===== config.mk =====
export PLATFORM = sky130hd
export DESIGN_NAME = ext_bus_byte_sink
export DESIGN_NICKNAME = d
export VERILOG_FILES = /design/src/rtl/byte_fifo_fwft.sv /design/src/rtl/ext_bus_byte_sink.sv
export SDC_FILE = /design/constraint.sdc
export NUM_CORES = 1
export LEC_CHECK = 0
export ABC_CLOCK_PERIOD_IN_PS = 7100
export CAP_MARGIN = 20
export CORE_ASPECT_RATIO = 1.2
export CORE_MARGIN = 8
export CORE_UTILIZATION = 45
export DETAILED_ROUTE_END_ITERATION = 8
export PLACE_DENSITY = 0.64
export SETUP_SLACK_MARGIN = 0.05
export SYNTH_ARGS = -nofsm -noshare
export SYNTH_HDL_FRONTEND = slang
export SYNTH_SLANG_ARGS = --single-unit

===== constraint.sdc =====
create_clock -name clk -period 7.1 [get_ports clk]
set_input_delay 0.71 -clock clk [delete_from_list [all_inputs] [get_ports clk]]
set_output_delay 0.71 -clock clk [all_outputs]
set_load 0.005 [all_outputs]

===== src/rtl/byte_fifo_fwft.sv =====
// Byte-wide first-word-fall-through FIFO with occupancy and flush.
// Shared by the external-bus byte sink and the USB endpoint buffers.
module byte_fifo_fwft #(
  parameter int DEPTH_LOG2 = 4
) (
  input  logic                  clk,
  input  logic                  rst,
  input  logic                  push,
  input  logic [7:0]            push_data,
  input  logic                  pop,
  input  logic                  flush,
  output logic [7:0]            head_data,
  output logic                  head_valid,
  output logic                  full,
  output logic [DEPTH_LOG2:0]   level
);

  localparam int DEPTH = 1 << DEPTH_LOG2;
  localparam logic [DEPTH_LOG2:0] PTR_ONE = {{DEPTH_LOG2{1'b0}}, 1'b1};

  logic [7:0]          mem [DEPTH];
  logic [DEPTH_LOG2:0] wr_ptr;
  logic [DEPTH_LOG2:0] rd_ptr;
  logic                empty;
  logic                do_push;
  logic                do_pop;

  // One extra pointer bit tells full from empty when the index bits match.
  assign empty = (wr_ptr == rd_ptr);
  assign full  = (wr_ptr[DEPTH_LOG2] != rd_ptr[DEPTH_LOG2]) &&
                 (wr_ptr[DEPTH_LOG2-1:0] == rd_ptr[DEPTH_LOG2-1:0]);
  assign level = wr_ptr - rd_ptr;

  assign do_push = push & ~full;
  assign do_pop  = pop & ~empty;

  assign head_valid = ~empty;
  assign head_data  = empty ? 8'h00 : mem[rd_ptr[DEPTH_LOG2-1:0]];

  always_ff @(posedge clk) begin
    if (rst) begin
      wr_ptr <= '0;
      rd_ptr <= '0;
    end else if (flush) begin
      wr_ptr <= '0;
      rd_ptr <= '0;
    end else begin
      if (do_push) wr_ptr <= wr_ptr + PTR_ONE;
      if (do_pop)  rd_ptr <= rd_ptr + PTR_ONE;
    end
  end

  always_ff @(posedge clk) begin
    if (do_push && !flush) begin
      mem[wr_ptr[DEPTH_LOG2-1:0]] <= push_data;
    end
  end

endmodule


===== src/rtl/ext_bus_byte_sink.sv =====
// Target-side responder for the external byte-write bus: DATA pushes into a
// FIFO drained as a valid/ready byte stream; CTRL gives flush/enable/drop-clear.
module ext_bus_byte_sink #(
  parameter int          DEPTH_LOG2 = 4,
  parameter logic [15:0] DATA_ADDR  = 16'h0000,
  parameter logic [15:0] CTRL_ADDR  = 16'h0001
) (
  input  logic                  clk,
  input  logic                  rst,
  input  logic [15:0]           i_ext_addr,
  input  logic [7:0]            i_ext_data,
  input  logic                  i_ext_wstrb,
  input  logic                  i_ext_valid,
  output logic                  o_ext_ready,
  output logic [7:0]            o_tx_data,
  output logic                  o_tx_valid,
  input  logic                  i_tx_ready,
  output logic [DEPTH_LOG2:0]   o_level,
  output logic                  o_enabled,
  output logic                  o_dropped
);

  logic is_data;
  logic is_ctrl;
  logic full;
  logic accept;
  logic done;
  logic push;
  logic pop;
  logic flush;

  assign is_data = i_ext_wstrb & (i_ext_addr == DATA_ADDR);
  assign is_ctrl = i_ext_wstrb & (i_ext_addr == CTRL_ADDR);

  // Only a DATA push into a full FIFO stalls; a disabled sink drops instead.
  assign o_ext_ready = ~(is_data & full & o_enabled);

  assign accept = i_ext_valid & o_ext_ready & ~done;
  assign push   = accept & is_data & o_enabled;
  assign flush  = accept & is_ctrl & i_ext_data[0];
  assign pop    = o_tx_valid & i_tx_ready;

  // The SoC holds valid one cycle past the handshake; done masks the repeat.
  always_ff @(posedge clk) begin
    if (rst) begin
      done <= 1'b0;
    end else if (!i_ext_valid) begin
      done <= 1'b0;
    end else if (accept) begin
      done <= 1'b1;
    end
  end

  always_ff @(posedge clk) begin
    if (rst) begin
      o_enabled <= 1'b1;
      o_dropped <= 1'b0;
    end else if (accept && is_ctrl) begin
      o_enabled <= i_ext_data[1];
      if (i_ext_data[2]) o_dropped <= 1'b0;
    end else if (accept && is_data && !o_enabled) begin
      o_dropped <= 1'b1;
    end
  end

  byte_fifo_fwft #(
    .DEPTH_LOG2 (DEPTH_LOG2)
  ) u_fifo (
    .clk        (clk),
    .rst        (rst),
    .push       (push),
    .push_data  (i_ext_data),
    .pop        (pop),
    .flush      (flush),
    .head_data  (o_tx_data),
    .head_valid (o_tx_valid),
    .full       (full),
    .level      (o_level)
  );

endmodule


==> impl_metrics.ini <==
[final_layout]
stdcell_area_um2 = 7210
n_antenna_cell = 0
layout-drive-gt1-share = 0.190
flow.area_growth_from_synthesis_pct = 20.8
fin_nets = 432
finish.cell_count_without_fillers = 574
nFillCells = 1011

[die]
placeableCoreArea_um2 = 13100
io_pins = 46
initial_core_util = 0.457
fp.dieH_um = 142
floorplan.die.width_um = 121
number_of_rows_created_at_floorplan = 46
die_area_um2 = 17200

[yosys]
synth_cells = 335
synth_nets = 374
ys_seq_elements = 145
synth-seq-area-share = 0.701
number_of_distinct_standard_cells_referenced_by_the_synthesized_netlist = 37
avgSynthCellArea_um2 = 17.8
netlist_area_um2 = 5970
synthesis.yosys.warnings = 0
synthFlopType = edfxtp_1
synth_edf_count = 128
postSynth.asyncResetShare = 0

[clock_tree]
cts_resized = 0
clock_insertion_delay_worst_skew_ps = 410
cts_post_setup_buffers_inserted = 0
cts_made_buffers = 17
worst_setup_hold_path_clk_slew_ps = 60
clock_sink_count = 145
tritoncts = done
postCtsHoldBufs = 0
maximum_level_of_the_cts_h_tree = 4
clockRootBuffer = clkbuf_16
clockBufferDepth = 2

[timing]
fin_skew_ps = 8.42
max_slew_violations = 0
hold_vio_cnt_final = 0
finalCritPeriodShare = 0.501
setup-tns-final_ps = 0
worst-slew-pin-transition_ps = 929
setup_viol = 0
rsz0062_at_grt = no
final_critical_path_setup_slack_ps = 3540
post-route-min-period_ps = 3560
max_clock_freq_mhz = 281
maxSlewHeadroom = 0.378

[placement]
post-place-cells = 541
routabilityCongestion = 0.851
number_of_buffer_cells_added_on_primary_ports = 45
dp_hpwl_um = 7830
place_ws_ps = 3470
placedInstanceArea_um2 = 6620

[route]
firstDrtPassIters = 4
drc_errors = 0
finalWirelength_um = 11800
via_count = 3193
ant_nets = 0
via_per_inst = 5.56
routed_wl_per_cell_um = 20.6
drt_first_iter_violations = 149

[pwr]
vdd.ir_drop.worst_mv = 0.150
power.total_mw = 1.81
static-leakage-power_nw = 2.24
powerDensity_nw_per_um2 = 251

[setup_path]
critical_path_required_ps = 6390
worst-path-max-fanout = 11
cp-end-kind = output port
critical_path.startpoint_type = flop
worstSetupPathType = flop to output port
cp.arrival_ps = 2850

[global_route]
grt_first_pass_wirelength_um = 18800
grt_pass1_vias = 3459
grt_max_degree = 33
grtUsageTotal = 0.149
grt_antenna_before_repair = 0
global_route.overflow_total = 0

[run]
maxCapViolations = 0

[hold_path]
hold_path.class = flop to flop

[run_status]
result_of_the_run = finished clean
[worst max-delay path, cell delays in order, from the launching register on]
cell and delay [ps]:
dfxtp_1 540, ha_1 360, and4_1 220, nand2_1 160, nand2b_1 240, o22ai_1 340, clkdlybuf4s50_1 570
[cells by family after synthesis]
group           share of synthesized area
simple gates                       0.0587
mux                                 0.149
buf+inv                            0.0176
compound gates                     0.0382
xor+xnor                           0.0130
fa+ha+maj                          0.0222
flops                               0.701
[final timing paths]
kind	from	to	slack (ps)	depth (start not counted)
setup / recovery	u_fifo.wr_ptr[2]	o_tx_data[6]	3540	6
hold / removal	done	done	500	1
setup reg to reg	u_fifo.wr_ptr[2]	u_fifo.mem[15][3]	4170	5
hold reg to reg	done	done	500	1
[where the power goes]
part / switching (mW) / internal [mW]
registers: 0.000138 / 0.927
logic: 0.0176 / 0.0156
clock network: 0.336 / 0.512
[cell usage after synthesis, types with 3 or more instances]
cell type	count	area (µm²)
a21oi_1	9	45.0
buf_1	5	18.8
buf_2	6	30.0
clkbuf_1	3	11.3
dfxtp_1	17	340
edfxtp_1	128	3840
ha_1	9	113
inv_1	12	45.0
mux2i_1	17	170
mux4_2	32	721
nand2_1	6	22.5
nand2b_1	3	18.8
nand3_1	9	45.0
nand4_1	5	31.3
nor2_1	18	67.6
nor3_1	5	25.0
o21ai_0	8	40.0
o22ai_1	8	50.1
or4_1	4	30.0
xnor2_1	4	35.0
xor2_1	3	26.3
[layer usage]
layer | global-route usage | vias up | share of wire
li1 | - | 1463 | -
met1 | 0.171 | 1621 | 0.40
met2 | 0.249 | 94 | 0.51
met3 | 0.0516 | 15 | 0.071
met4 | 0.0586 | 0 | 0.018
met5 | 0 | - | 0
[layout make-up]
cell class | count | area [µm²] | area share
well taps | 168 | 210 | 0.0292
inverters | 12 | 45.0 | 0.00625
clock buffers | 22 | 508 | 0.0705
flip-flops and latches | 145 | 4190 | 0.581
clock inverters | 10 | 72.6 | 0.0101
multi-input cells | 164 | 1680 | 0.233
repair buffers | 53 | 508 | 0.0705
[state kept, by name (all words and copies together) (netlist names), named ones only]
| register | count |
|---|---|
| done | 1 |
| o_dropped | 1 |
| o_enabled | 1 |
| u_fifo.mem | 128 |
| u_fifo.rd_ptr | 5 |
| u_fifo.wr_ptr | 5 |
[stage by stage]
step / util / hold slack, ps
3_3_place_gp: 0.507 / 489
2_1_floorplan: - / 472
3_5_place_dp: 0.507 / 486
6_report: 0.552 / 498
5_1_grt: 0.552 / 517
4_1_cts: 0.551 / 500
[placed cells by master, fill, tap and decap left out, drive strengths merged, types with 3 or more instances in the layout]
master | Yosys | layout
xnor2 | 5 | 5
dfxtp | 17 | 17
nand2b | 3 | 3
a21oi | 9 | 9
mux4 | 32 | 32
clkinv | 0 | 6
edfxtp | 128 | 128
clkdlybuf4s50 | 0 | 45
o22ai | 8 | 8
nand2 | 6 | 6
nor3 | 5 | 5
nor4 | 3 | 3
nand4 | 5 | 5
mux2i | 17 | 17
inv | 12 | 15
or4 | 4 | 4
ha | 9 | 9
nand3 | 9 | 9
o21ai | 8 | 8
clkbuf | 3 | 22
xor2 | 3 | 3
buf | 11 | 8
o211ai | 3 | 3
nor2 | 18 | 18
No activity file was read; power rests on OpenSTA's default activity.
